`config.mk`:
```
export PLATFORM = sky130hd
export DESIGN_NAME = hash_turn_ctrl_flat
export DESIGN_NICKNAME = d
export VERILOG_FILES = /design/src/rtl/hash_turn_ctrl_if.sv /design/src/rtl/hash_turn_ctrl.sv /design/src/flat_wrapper.sv
export SDC_FILE = /design/constraint.sdc
export NUM_CORES = 1
export LEC_CHECK = 0
export BUFFER_PORTS_ARGS = -buffer_cell sky130_fd_sc_hd__buf_2
export CAP_MARGIN = 20
export CORE_MARGIN = 2
export CORE_UTILIZATION = 40
export CTS_CLUSTER_DIAMETER = 40
export CTS_CLUSTER_SIZE = 28
export DETAILED_ROUTE_END_ITERATION = 8
export PLACE_DENSITY_LB_ADDON = 0.2
export SYNTH_ARGS = -nofsm -noshare
export SYNTH_HDL_FRONTEND = slang
export SYNTH_SLANG_ARGS = --single-unit
```
`constraint.sdc`:
```
create_clock -name clk -period 2.7 [get_ports clk]
set_input_delay 0.27 -clock clk [delete_from_list [all_inputs] [get_ports clk]]
set_output_delay 0.27 -clock clk [all_outputs]
set_load 0.02 [all_outputs]
```
`src/rtl/hash_turn_ctrl_if.sv`:
```
// Handshake and engine bus between the turn controller and its environment
// (player request channels, engine occupancy/commit, status outputs).
interface hash_turn_ctrl_if;
  logic       start;
  logic       p1_req;
  logic [3:0] p1_pos;
  logic       p2_req;
  logic [3:0] p2_pos;
  logic [8:0] filled;
  logic       game_over;
  logic       eng_clear;
  logic       move_valid;
  logic       move_player;
  logic [3:0] move_pos;
  logic       turn;
  logic       p1_ack;
  logic       p2_ack;
  logic       p1_rej;
  logic       p2_rej;
  logic       timeout;
  logic       err;
  logic       busy;

  modport master (
    output start, p1_req, p1_pos, p2_req, p2_pos, filled, game_over,
    input  eng_clear, move_valid, move_player, move_pos, turn,
           p1_ack, p2_ack, p1_rej, p2_rej, timeout, err, busy
  );

  modport slave (
    input  start, p1_req, p1_pos, p2_req, p2_pos, filled, game_over,
    output eng_clear, move_valid, move_player, move_pos, turn,
           p1_ack, p2_ack, p1_rej, p2_rej, timeout, err, busy
  );
endinterface

```
`src/rtl/hash_turn_ctrl.sv`:
```
// Tic-tac-toe turn sequencer: alternates players, validates moves against the
// engine occupancy, commits with a one-cycle strobe and watches for board update.
module hash_turn_ctrl #(
  parameter bit START_PLAYER  = 1'b0,
  parameter int TURN_TIMEOUT  = 1000,
  parameter int SETTLE_CYCLES = 2,
  parameter int UPD_TIMEOUT   = 15
) (
  input logic             clk,
  input logic             reset,
  hash_turn_ctrl_if.slave ctrl_if
);

  localparam int TW = $clog2(TURN_TIMEOUT);
  localparam int SW = $clog2(SETTLE_CYCLES + 1);
  localparam int UW = $clog2(UPD_TIMEOUT + 1);

  typedef enum logic [2:0] {
    IDLE, CLEAR, WAIT_MOVE, COMMIT, WAIT_UPD, SETTLE, DONE
  } state_e;

  state_e         state_q;
  logic           turn_q;
  logic [3:0]     move_pos_q;
  logic           move_player_q;
  logic           move_valid_q;
  logic           eng_clear_q;
  logic           timeout_q;
  logic           err_q;
  logic [1:0]     ack_q;
  logic [1:0]     rej_q;
  logic [TW-1:0]  timer_q;
  logic [SW-1:0]  settle_q;
  logic [UW-1:0]  upd_q;

  // Cells 9..15 read as occupied so out-of-range positions fall out as rejects.
  logic [15:0] occ;
  logic        req_t, req_o;
  logic [3:0]  pos_t;

  assign occ   = {7'h7f, ctrl_if.filled};
  assign req_t = turn_q ? ctrl_if.p2_req : ctrl_if.p1_req;
  assign req_o = turn_q ? ctrl_if.p1_req : ctrl_if.p2_req;
  assign pos_t = turn_q ? ctrl_if.p2_pos : ctrl_if.p1_pos;

  always_ff @(posedge clk or posedge reset) begin
    if (reset) begin
      state_q       <= IDLE;
      turn_q        <= START_PLAYER;
      move_pos_q    <= '0;
      move_player_q <= 1'b0;
      move_valid_q  <= 1'b0;
      eng_clear_q   <= 1'b0;
      timeout_q     <= 1'b0;
      err_q         <= 1'b0;
      ack_q         <= '0;
      rej_q         <= '0;
      timer_q       <= '0;
      settle_q      <= '0;
      upd_q         <= '0;
    end else begin
      move_valid_q <= 1'b0;
      eng_clear_q  <= 1'b0;
      timeout_q    <= 1'b0;
      ack_q        <= '0;
      rej_q        <= '0;
      case (state_q)
        IDLE, DONE: begin
          if (ctrl_if.start) begin
            eng_clear_q <= 1'b1;
            state_q     <= CLEAR;
          end
        end
        CLEAR: begin
          turn_q  <= START_PLAYER;
          timer_q <= '0;
          err_q   <= 1'b0;
          state_q <= WAIT_MOVE;
        end
        WAIT_MOVE: begin
          if (ctrl_if.game_over) begin
            state_q <= DONE;
          end else begin
            if (req_t && !occ[pos_t]) begin
              move_pos_q      <= pos_t;
              move_player_q   <= turn_q;
              move_valid_q    <= 1'b1;
              ack_q[turn_q]   <= 1'b1;
              upd_q           <= '0;
              state_q         <= COMMIT;
            end else begin
              if (req_t) rej_q[turn_q] <= 1'b1;
              if (timer_q == TW'(TURN_TIMEOUT - 1)) begin
                timeout_q <= 1'b1;
                turn_q    <= ~turn_q;
                timer_q   <= '0;
              end else begin
                timer_q <= timer_q + 1'b1;
              end
            end
            if (req_o) rej_q[~turn_q] <= 1'b1;
          end
        end
        COMMIT: begin
          upd_q   <= '0;
          state_q <= WAIT_UPD;
        end
        WAIT_UPD: begin
          if (ctrl_if.filled[move_pos_q]) begin
            settle_q <= '0;
            state_q  <= SETTLE;
          end else if (upd_q == UW'(UPD_TIMEOUT - 1)) begin
            err_q   <= 1'b1;
            state_q <= DONE;
          end else begin
            upd_q <= upd_q + 1'b1;
          end
        end
        SETTLE: begin
          // game_over may only become visible a few cycles after the board write.
          if (ctrl_if.game_over) begin
            state_q <= DONE;
          end else if (settle_q == SW'(SETTLE_CYCLES - 1)) begin
            turn_q  <= ~turn_q;
            timer_q <= '0;
            state_q <= WAIT_MOVE;
          end else begin
            settle_q <= settle_q + 1'b1;
          end
        end
        default: state_q <= IDLE;
      endcase
    end
  end

  assign ctrl_if.eng_clear   = eng_clear_q;
  assign ctrl_if.move_valid  = move_valid_q;
  assign ctrl_if.move_player = move_player_q;
  assign ctrl_if.move_pos    = move_pos_q;
  assign ctrl_if.turn        = turn_q;
  assign ctrl_if.p1_ack      = ack_q[0];
  assign ctrl_if.p2_ack      = ack_q[1];
  assign ctrl_if.p1_rej      = rej_q[0];
  assign ctrl_if.p2_rej      = rej_q[1];
  assign ctrl_if.timeout     = timeout_q;
  assign ctrl_if.err         = err_q;
  assign ctrl_if.busy        = (state_q != IDLE) && (state_q != DONE);

endmodule

```
`src/flat_wrapper.sv`:
```
// flat-port wrapper written by rule: the top's interface ports become plain ports
module hash_turn_ctrl_flat 
#(
  parameter bit START_PLAYER  = 1'b0,
  parameter int TURN_TIMEOUT  = 1000,
  parameter int SETTLE_CYCLES = 2,
  parameter int UPD_TIMEOUT   = 15
)
  (clk, reset, ctrl_if_start, ctrl_if_p1_req, ctrl_if_p1_pos, ctrl_if_p2_req, ctrl_if_p2_pos, ctrl_if_filled, ctrl_if_game_over, ctrl_if_eng_clear, ctrl_if_move_valid, ctrl_if_move_player, ctrl_if_move_pos, ctrl_if_turn, ctrl_if_p1_ack, ctrl_if_p2_ack, ctrl_if_p1_rej, ctrl_if_p2_rej, ctrl_if_timeout, ctrl_if_err, ctrl_if_busy);
  hash_turn_ctrl_if ctrl_if_i ();
  input logic clk;
  input logic reset;
  input wire logic [$bits(ctrl_if_i.start)-1:0] ctrl_if_start;
  input wire logic [$bits(ctrl_if_i.p1_req)-1:0] ctrl_if_p1_req;
  input wire logic [$bits(ctrl_if_i.p1_pos)-1:0] ctrl_if_p1_pos;
  input wire logic [$bits(ctrl_if_i.p2_req)-1:0] ctrl_if_p2_req;
  input wire logic [$bits(ctrl_if_i.p2_pos)-1:0] ctrl_if_p2_pos;
  input wire logic [$bits(ctrl_if_i.filled)-1:0] ctrl_if_filled;
  input wire logic [$bits(ctrl_if_i.game_over)-1:0] ctrl_if_game_over;
  output wire logic [$bits(ctrl_if_i.eng_clear)-1:0] ctrl_if_eng_clear;
  output wire logic [$bits(ctrl_if_i.move_valid)-1:0] ctrl_if_move_valid;
  output wire logic [$bits(ctrl_if_i.move_player)-1:0] ctrl_if_move_player;
  output wire logic [$bits(ctrl_if_i.move_pos)-1:0] ctrl_if_move_pos;
  output wire logic [$bits(ctrl_if_i.turn)-1:0] ctrl_if_turn;
  output wire logic [$bits(ctrl_if_i.p1_ack)-1:0] ctrl_if_p1_ack;
  output wire logic [$bits(ctrl_if_i.p2_ack)-1:0] ctrl_if_p2_ack;
  output wire logic [$bits(ctrl_if_i.p1_rej)-1:0] ctrl_if_p1_rej;
  output wire logic [$bits(ctrl_if_i.p2_rej)-1:0] ctrl_if_p2_rej;
  output wire logic [$bits(ctrl_if_i.timeout)-1:0] ctrl_if_timeout;
  output wire logic [$bits(ctrl_if_i.err)-1:0] ctrl_if_err;
  output wire logic [$bits(ctrl_if_i.busy)-1:0] ctrl_if_busy;
  assign ctrl_if_i.start = ctrl_if_start;
  assign ctrl_if_i.p1_req = ctrl_if_p1_req;
  assign ctrl_if_i.p1_pos = ctrl_if_p1_pos;
  assign ctrl_if_i.p2_req = ctrl_if_p2_req;
  assign ctrl_if_i.p2_pos = ctrl_if_p2_pos;
  assign ctrl_if_i.filled = ctrl_if_filled;
  assign ctrl_if_i.game_over = ctrl_if_game_over;
  assign ctrl_if_eng_clear = ctrl_if_i.eng_clear;
  assign ctrl_if_move_valid = ctrl_if_i.move_valid;
  assign ctrl_if_move_player = ctrl_if_i.move_player;
  assign ctrl_if_move_pos = ctrl_if_i.move_pos;
  assign ctrl_if_turn = ctrl_if_i.turn;
  assign ctrl_if_p1_ack = ctrl_if_i.p1_ack;
  assign ctrl_if_p2_ack = ctrl_if_i.p2_ack;
  assign ctrl_if_p1_rej = ctrl_if_i.p1_rej;
  assign ctrl_if_p2_rej = ctrl_if_i.p2_rej;
  assign ctrl_if_timeout = ctrl_if_i.timeout;
  assign ctrl_if_err = ctrl_if_i.err;
  assign ctrl_if_busy = ctrl_if_i.busy;
  hash_turn_ctrl #(.START_PLAYER(START_PLAYER), .TURN_TIMEOUT(TURN_TIMEOUT), .SETTLE_CYCLES(SETTLE_CYCLES), .UPD_TIMEOUT(UPD_TIMEOUT)) u_core (.clk(clk), .reset(reset), .ctrl_if(ctrl_if_i));
endmodule
```
==> reports/metrics.csv, run 1 <==
stage,metric,value,unit
outcome,status,completed,
route,starting DRC count in detailed routing,110,
yosys,cell type with the highest aggregate area in the netlist,dfrtp_1,
yosys,sequential fraction of the synthesis area,0.396,
place,detailed-placement wirelength estimate,3.70,mm
worst_setup_path,peak per-stage delay on the critical path,530,ps
worst_setup_path,cell with the biggest individual delay on the critical path,dfrtp_1,
global_routing,largest net degree at the start of global routing,18,
place,count of buffers from port buffering,37,
yosys,count of unique library cells instantiated by Yosys,52,
cts,number of buffers inserted during clock tree synthesis,5,
floorplan,initial cell density of the core,0.411,
route,total via count after detailed routing,1912,
sta,Sum Neg Setup Slack,0,ps
route,number of antenna-violating nets in the routed design,0,
sta,RSZ-0062 raised after global routing,no,
worst_setup_path,R2R depth,9,
sta,worst slew margin relative to its limit,0.565,
layout,non-filler cells in the finished layout,351,
yosys,Main synth FF type,dfrtp_1,
floorplan,overall die width,76.2,um
yosys,Synth async-reset ratio,1.00,
yosys,Post-synth EDFFs,0,
cts,CTS tree,built,
route,DRT Pass-1 Iters,4,
worst_setup_path,critical path class,flip-flop to flip-flop,
worst_setup_path,worst reg2reg endpoint,u_core.ctrl_if.move_pos[3],
route,final routed wirelength across all metal layers,4.88,mm
cts,clock latency on the worst-skew pair,280,ps
yosys,total standard cell area after synthesis,2090,sq um
worst_setup_path,"most used cell, CP",buf_4,
global_routing,number of antenna violations at the first check in global routing,0,
worst_setup_path,maximum net fanout on the critical path,16,
cts,CTS sink cnt,33,
cts,number of post-CTS setup repair buffers,0,
global_routing,global route total overflow,0,
worst_setup_path,endpoint class of the critical path,flip-flop,
layout,Diodes inserted,0,
sta,minimum clock period after layout,2400,ps
layout,count of nets after finishing,307,
floorplan,Core Box Area,5070,sq um
worst_setup_path,R2R Path Start,u_core.ctrl_if.turn,
global_routing,total global-route track usage,0.176,
sta,Max Slew Vio Count,0,
cts,CTS clock-pin slew for the worst setup and hold paths,70,ps
route,total DRC errors in the routed layout,0,
sta,count of final setup violators,0,
yosys,count of yosys warnings during synthesis,0,
yosys,Avg Inst Size Synth,8.84,sq um
yosys,fraction of post-synthesis cell area in the top cell type by area,0.396,
cts,number of buffers between clock root and the deepest sink,2,
worst_setup_path,chain of cells forming the critical path,buf_4 > nand2_1 > o22ai_1 > o21ai_0 > o32a_1 > o21a_2 > nor4_4 > buf_4 > mux2i_1,
floorplan,area of the die,5810,sq um
pwr,PD cells,903,nW/um^2
floorplan,total number of placement rows,26,
floorplan,vertical die dimension,76.2,um
worst_setup_path,Crit path buffers/inverters,2,
floorplan,number of I/O pins,38,
place,final estimated routing congestion in global placement,0.826,
route,post-DR vias/cell,5.45,
min_path,path class of the lowest-slack min-delay path,input pin to asynchronous set/reset pin,
sta,final number of hold-violating endpoints,0,
yosys,Mapped Cells,236,
worst_setup_path,CP arrival,2610,ps
job,number of max-cap violations,0,
worst_setup_path,CP required,2910,ps
cts,"Hold-fix buffers, CTS",0,
worst_setup_path,kind of cell with the highest combined delay on the critical path,compound AO/OA/AOI/OAI gates,
global_routing,via count of the first global-routing pass,1857,
pwr,VDD IR max,0.376,mV
sta,final critical-path share of the clock period,0.888,
layout,most used cells in the layout excluding fill and tap cells,"buf_2 (37), dfrtp_1 (33), nand2_1 (25)",
layout,share of layout cells above drive strength 1,0.235,
yosys,"top cells by area, synth","dfrtp_1 (40%), a21oi_1 (4.8%), o21ai_0 (4.6%)",
route,Routed wire per std cell,13.9,um
worst_setup_path,element type at the critical path start,flip-flop,
layout,most common library cell in the layout ignoring fill and taps,buf_2,
sta,transition at the pin with the smallest max-transition slack,652,ps
yosys,Synth Net Count,263,
cts,CTS Root Cell,clkbuf_8,
layout,area growth from synthesis to layout,18.8,%
worst_setup_path,worst reg2reg setup slack,300,ps
worst_setup_path,worst setup path startpoint,u_core.ctrl_if.turn,
sta,fmax,417,MHz
place,placed cell count,343,
yosys,register bit count reported by yosys,33,
pwr,static power due to leakage,1.12,nW
sta,clock skew after layout,4.10,ps
global_routing,first-pass GRT wire length,8.38,mm
cts,Clock H-tree levels,2,
## sequential cells by signal, summed over array words and instances (netlist names), 2 cells and up
name                     count
u_core.timer_q              10
u_core.ctrl_if.move_pos      4
u_core.upd_q                 4
u_core.state_q               3
u_core.ack_q                 2
u_core.rej_q                 2
u_core.settle_q              2
## layer usage
metal | GRT usage | vias to the layer above | routed length (um)
met3 | 0.0379 | 11 | 216
met1 | 0.244 | 888 | 2510
met4 | 0.0655 | 0 | 85
met2 | 0.272 | 51 | 2080
li1 | - | 962 | -
met5 | 0 | - | 0
## cell usage after synthesis (all sizes together), types with 3 or more instances
master,instances
o21ai,26
o31ai,3
mux2i,4
mux2,4
a31oi,3
and3,7
nor2,15
nor2b,7
nand2,25
inv,12
nor3,5
nand3,10
ha,4
a221oi,3
nand2b,9
clkbuf,6
a21oi,20
dfrtp,33
## stage by stage
| stage | setup WS [ps] | cell area, sq um | hold WS [ps] | power, mW | utilization |
|---|---|---|---|---|---|
| floorplan | 361 | 2090 | 380 | 1.53 | - |
| finish | 301 | 2480 | 65.3 | 2.24 | 0.488 |
| CTS | 284 | 2470 | 92.7 | 2.25 | 0.488 |
| detailed placement | 298 | 2370 | 396 | 1.83 | 0.468 |
| global placement | 365 | 2370 | 391 | 1.82 | 0.468 |
| global route | 56.2 | 2480 | 118 | 2.43 | 0.488 |
## cell families after synthesis
logic type	Yosys count	share of synthesized area
compound gates	80	0.251
fa+ha+maj	4	0.0240
buf+inv	20	0.0432
flops	33	0.396
mux	9	0.0552
simple gates	90	0.230
## power breakdown
part           internal [mW]  switching, mW  leakage, nW  total (mW)
registers              0.608          0.152        0.433       0.760
clock network          0.230          0.179       0.0542       0.409
logic                  0.437          0.634        0.631        1.07
## cell type report
cell class / count / area, sq um
Multi-Input combinational cell: 183 / 1170
Inverter: 12 / 45.0
Sequential cell: 33 / 826
Timing Repair Buffer: 45 / 245
Clock buffer: 7 / 96.3
Tap cell: 70 / 87.6
Fill cell: 515 / 2600
Clock inverter: 1 / 5.00
## timing repair
action                                  4_1_cts  5_1_grt
gates resized for setup                       0        1
endpoints found under the hold margin         0        0
endpoints found under the setup margin        0        1
## how the worst max path moves through the flow
| stage | endpoint | slack (ps) | depth (start not counted) |
|---|---|---|---|
| after floorplan | u_core.ctrl_if.move_pos[1] | 360 | 7 |
| after global placement | u_core.timer_q[8] | 360 | 8 |
| after detailed placement | u_core.timer_q[8] | 300 | 8 |
| after CTS | u_core.timer_q[8] | 280 | 8 |
| after global routing | u_core.ctrl_if.move_pos[3] | 60 | 9 |
| final | u_core.ctrl_if.move_pos[3] | 300 | 9 |
Note: power is estimated with default switching activity, not from simulation.
==> run 2, diff against run 1 <==
--- a/config.mk
+++ b/config.mk
@@ -8,7 +8,7 @@
 export BUFFER_PORTS_ARGS = -buffer_cell sky130_fd_sc_hd__buf_2
 export CAP_MARGIN = 20
 export CORE_MARGIN = 2
-export CORE_UTILIZATION = 40
+export CORE_UTILIZATION = 55
 export CTS_CLUSTER_DIAMETER = 40
 export CTS_CLUSTER_SIZE = 28
 export DETAILED_ROUTE_END_ITERATION = 8
==> reports/metrics.csv, run 2 (synthesized netlist as in run 1, its figures left out) <==
stage,metric,value,unit
job,number of max-cap violations,0,
global_routing,via count of the first global-routing pass,1790,
pwr,overall power,2.19,mW
global_routing,first-pass GRT wire length,7.84,mm
cts,number of buffers inserted during clock tree synthesis,5,
pwr,Switching Share,0.438,
layout,Diodes inserted,0,
place,final estimated routing congestion in global placement,0.874,
route,total DRC errors in the routed layout,0,
sta,Max Slew Vio Count,0,
route,total via count after detailed routing,1943,
sta,fmax,419,MHz
sta,worst-case setup margin in the final layout,313,ps
pwr,Clock power frac,0.166,
sta,minimum clock period after layout,2390,ps
pwr,static power due to leakage,1.11,nW
sta,Sum Neg Setup Slack,0,ps
cts,number of post-CTS setup repair buffers,0,
cts,CTS clock-pin slew for the worst setup and hold paths,70,ps
layout,share of layout cells above drive strength 1,0.231,
layout,max reg flops,10,
place,count of buffers from port buffering,37,
sta,transition at the pin with the smallest max-transition slack,624,ps
layout,count of nets after finishing,307,
cts,clock latency on the worst-skew pair,290,ps
worst_setup_path,critical path class,flip-flop to flip-flop,
place,detailed-placement wirelength estimate,3.50,mm
cts,CTS tree,built,
layout,largest register by flop count,u_core.timer_q,
worst_setup_path,worst reg2reg endpoint,u_core.ctrl_if.move_pos[1],
layout,fill cell instance count of the final layout,308,
worst_setup_path,endpoint class of the critical path,flip-flop,
route,final routed wirelength across all metal layers,4.58,mm
floorplan,number of I/O pins,38,
worst_setup_path,R2R depth,8,
floorplan,overall die width,65.6,um
sta,final critical-path share of the clock period,0.884,
layout,area growth from synthesis to layout,16.6,%
floorplan,initial cell density of the core,0.570,
pwr,total net switching power,0.958,mW
global_routing,number of antenna violations at the first check in global routing,0,
worst_setup_path,maximum net fanout on the critical path,16,
cts,Clock H-tree levels,2,
sta,RSZ-0062 raised after global routing,no,
route,post-DR vias/cell,5.91,
sta,clock skew after layout,7.29,ps
cts,CTS sink cnt,33,
outcome,status,completed,
pwr,Seq pwr share,0.346,
floorplan,area of the die,4300,sq um
place,worst slack at placement,321,ps
cts,number of buffers between clock root and the deepest sink,2,
sta,worst slew margin relative to its limit,0.584,
worst_setup_path,R2R Path Start,u_core.ctrl_if.turn,
cts,Resized cells post-CTS,0,
worst_setup_path,CP arrival,2560,ps
global_routing,global route total overflow,0,
floorplan,vertical die dimension,65.6,um
worst_setup_path,element type at the critical path start,flip-flop,
floorplan,Core Box Area,3660,sq um
min_path,path class of the lowest-slack min-delay path,input pin to asynchronous set/reset pin,
cts,CTS Root Cell,clkbuf_8,
pwr,PD cells,899,nW/um^2
route,starting DRC count in detailed routing,220,
pwr,proportion of power drawn by combinational gates,0.488,
sta,count of final setup violators,0,
layout,Finished Core Util,0.664,
floorplan,total number of placement rows,22,
worst_setup_path,worst reg2reg setup slack,310,ps
pwr,VDD IR max,0.614,mV
global_routing,largest net degree at the start of global routing,18,
worst_setup_path,CP required,2880,ps
route,Routed wire per std cell,13.9,um
sta,worst-case hold slack,47.0,ps
layout,most common library cell in the layout ignoring fill and taps,buf_2,
layout,most used cells in the layout excluding fill and tap cells,"buf_2 (37), dfrtp_1 (33), nand2_1 (25)",
sta,final number of hold-violating endpoints,0,
route,DRT Pass-1 Iters,4,
route,number of antenna-violating nets in the routed design,0,
pwr,design internal power,1.23,mW
global_routing,total global-route track usage,0.236,
cts,"Hold-fix buffers, CTS",0,
==> run 2: per-stage QoR <==
stage,instances,instance area [sq um]
after floorplan,236,2090
after global placement,321,2350
after detailed placement,321,2350
after CTS,329,2430
after global routing,329,2430
final,329,2430
==> run 2: area by class of cell <==
type	instances	area (sq um)	area share
clock buffer	5	68.8	0.0283
tap	48	60.1	0.0247
multi-input combinational	183	1170	0.481
sequential	33	826	0.340
inverter	12	45.0	0.0185
timing repair buffer	45	245	0.101
clock inverter	3	17.5	0.00720
==> run 2: worst max-delay path, stage by stage (launching register included) <==
cell     delay (ps)
dfrtp_1         530
buf_4           260
nand2_1          90
o22ai_1         150
o21ai_0         100
o32a_1          210
o21a_2          160
nor4_4          440
mux2_4          340
==> run 2: layer usage <==
layer	global-route usage	vias to the layer above	share of wire
li1	-	961	-
met1	0.317	934	0.49
met2	0.379	41	0.45
met3	0.0548	7	0.042
met4	0.0703	0	0.012
met5	0	-	0
==> run 2: worst max path at each step <==
stage                                    from                    endpoint  slack [ps]  depth (start not counted)
final                     u_core.ctrl_if.turn  u_core.ctrl_if.move_pos[1]         310                          8
after global routing      u_core.ctrl_if.turn  u_core.ctrl_if.move_pos[1]         130                          8
after CTS                 u_core.ctrl_if.turn  u_core.ctrl_if.move_pos[1]         310                          8
after detailed placement  u_core.ctrl_if.turn  u_core.ctrl_if.move_pos[1]         320                          8
after global placement    u_core.ctrl_if.turn  u_core.ctrl_if.move_pos[0]         360                          5
after floorplan           u_core.ctrl_if.turn  u_core.ctrl_if.move_pos[1]         360                          7
==> run 2: power by group through the flow <==
stage / sequential [mW] / combinational (mW) / clock (mW)
final: 0.756 / 1.07 / 0.363
after global routing: 0.778 / 1.21 / 0.384
after CTS: 0.753 / 1.07 / 0.370
after detailed placement: 0.761 / 1.06 / 0
after global placement: 0.757 / 1.05 / 0
after floorplan: 0.770 / 0.765 / 0
==> run 3, diff against run 2 <==
--- a/config.mk
+++ b/config.mk
@@ -7,7 +7,6 @@
 export LEC_CHECK = 0
 export BUFFER_PORTS_ARGS = -buffer_cell sky130_fd_sc_hd__buf_2
 export CAP_MARGIN = 20
-export CORE_MARGIN = 2
 export CORE_UTILIZATION = 55
 export CTS_CLUSTER_DIAMETER = 40
 export CTS_CLUSTER_SIZE = 28
==> reports/metrics.csv, run 3 (synthesized netlist as in run 1, its figures left out) <==
stage,metric,value,unit
outcome,status,completed,
global_routing,global route total overflow,0,
route,starting DRC count in detailed routing,200,
route,DRT Pass-1 Iters,4,
global_routing,first-pass GRT wire length,7.63,mm
worst_setup_path,maximum net fanout on the critical path,17,
place,final estimated routing congestion in global placement,0.893,
cts,clock latency on the worst-skew pair,290,ps
route,final routed wirelength across all metal layers,4.50,mm
layout,most used cells in the layout excluding fill and tap cells,"buf_2 (37), dfrtp_1 (32), nand2_1 (25)",
layout,final instance area,2430,sq um
layout,share of layout cells above drive strength 1,0.232,
cts,CTS tree,built,
route,post-DR vias/cell,5.73,
sta,transition at the pin with the smallest max-transition slack,645,ps
sta,worst slew margin relative to its limit,0.570,
layout,area growth from synthesis to layout,16.3,%
cts,number of post-CTS setup repair buffers,0,
floorplan,vertical die dimension,63.6,um
route,total DRC errors in the routed layout,0,
layout,max reg flops,10,
floorplan,initial cell density of the core,0.570,
place,count of buffers from port buffering,37,
cts,Clock H-tree levels,2,
worst_setup_path,critical path class,flip-flop to flip-flop,
job,number of max-cap violations,0,
cts,CTS clock-pin slew for the worst setup and hold paths,70,ps
route,number of antenna-violating nets in the routed design,0,
global_routing,largest net degree at the start of global routing,18,
sta,Sum Neg Setup Slack,0,ps
worst_setup_path,CP required,2880,ps
route,Routed wire per std cell,13.7,um
pwr,static power due to leakage,1.10,nW
floorplan,overall die width,63.6,um
place,detailed-placement wirelength estimate,3.41,mm
place,placed cell area,2340,sq um
sta,RSZ-0062 raised after global routing,no,
cts,CTS sink cnt,33,
cts,CTS Root Cell,clkbuf_8,
worst_setup_path,CP arrival,2600,ps
cts,Resized cells post-CTS,0,
layout,count of nets after finishing,306,
floorplan,number of I/O pins,38,
global_routing,total global-route track usage,0.242,
cts,number of buffers inserted during clock tree synthesis,5,
floorplan,area of the die,4040,sq um
sta,final number of hold-violating endpoints,0,
worst_setup_path,element type at the critical path start,flip-flop,
global_routing,via count of the first global-routing pass,1717,
sta,final critical-path share of the clock period,0.899,
layout,most common library cell in the layout ignoring fill and taps,buf_2,
worst_setup_path,endpoint class of the critical path,flip-flop,
layout,largest register by flop count,u_core.timer_q,
sta,fmax,412,MHz
sta,minimum clock period after layout,2430,ps
sta,Max Slew Vio Count,0,
pwr,VDD IR max,0.602,mV
layout,Diodes inserted,0,
global_routing,number of antenna violations at the first check in global routing,0,
floorplan,total number of placement rows,22,
cts,number of buffers between clock root and the deepest sink,2,
sta,count of final setup violators,0,
sta,clock skew after layout,2.51,ps
route,total via count after detailed routing,1881,
pwr,PD cells,897,nW/um^2
cts,"Hold-fix buffers, CTS",0,
min_path,path class of the lowest-slack min-delay path,input pin to asynchronous set/reset pin,
floorplan,Core Box Area,3660,sq um
-- run 3: changes by cell type in the layout (fill, tap and decap cells not counted), sizes merged --
cell	previous run	this run
buf	45	44
-- run 3: layer usage --
metal,track usage,up-vias,wire length (um)
li1,-,966,-
met1,0.330,877,2320
met2,0.371,34,1980
met3,0.0652,4,165
met4,0.0795,0,41
met5,0,-,0
-- run 3: layout make-up --
type | count | area [sq um]
repair buffers | 44 | 238
multi-input cells | 183 | 1170
fillers | 325 | 1230
inverters | 12 | 45.0
flip-flops and latches | 33 | 827
well taps | 48 | 60.1
clock inverters | 3 | 17.5
clock buffers | 5 | 68.8
-- run 3: per-stage QoR --
| stage | setup WS, ps | utilization | power, mW | std cells | hold slack (ps) |
|---|---|---|---|---|---|
| after global routing | 145 | 0.663 | 2.35 | 328 | 92.7 |
| after floorplan | 361 | - | 1.53 | 236 | 380 |
| after detailed placement | 166 | 0.639 | 1.81 | 320 | 382 |
| final | 273 | 0.663 | 2.18 | 328 | 59.3 |
| after global placement | 215 | 0.639 | 1.80 | 320 | 379 |
| after CTS | 155 | 0.662 | 2.18 | 328 | 65.7 |
-- run 3: critical path: stages, from the launching register on --
cell     delay (ps)
dfrtp_2         540
nor2b_1         130
a21oi_1         230
nand2_1          80
o32a_1          360
o21a_2          180
nor4_4          440
mux2_4          350
-- run 3: path summary, 6_finish.rpt --
check                      cells past startpoint                 from                    endpoint  slack [ps]
min in group clk                               2       ctrl_if_p1_req             u_core.rej_q[0]         220
min                                            2                reset           u_core.timer_q[8]          60
min reg2reg                                    1    u_core.timer_q[9]           u_core.timer_q[9]         500
max                                            7  u_core.ctrl_if.turn  u_core.ctrl_if.move_pos[0]         270
max in group asynchronous                      3                reset             u_core.upd_q[0]        1980
max reg2reg                                    7  u_core.ctrl_if.turn  u_core.ctrl_if.move_pos[0]         270
-- run 3: where the power goes --
part / total, mW / internal [mW] / switching [mW] / leakage (nW)
Sequential: 0.761 / 0.609 / 0.151 / 0.432
Clock: 0.358 / 0.177 / 0.181 / 0.0439
Combinational: 1.06 / 0.439 / 0.619 / 0.626
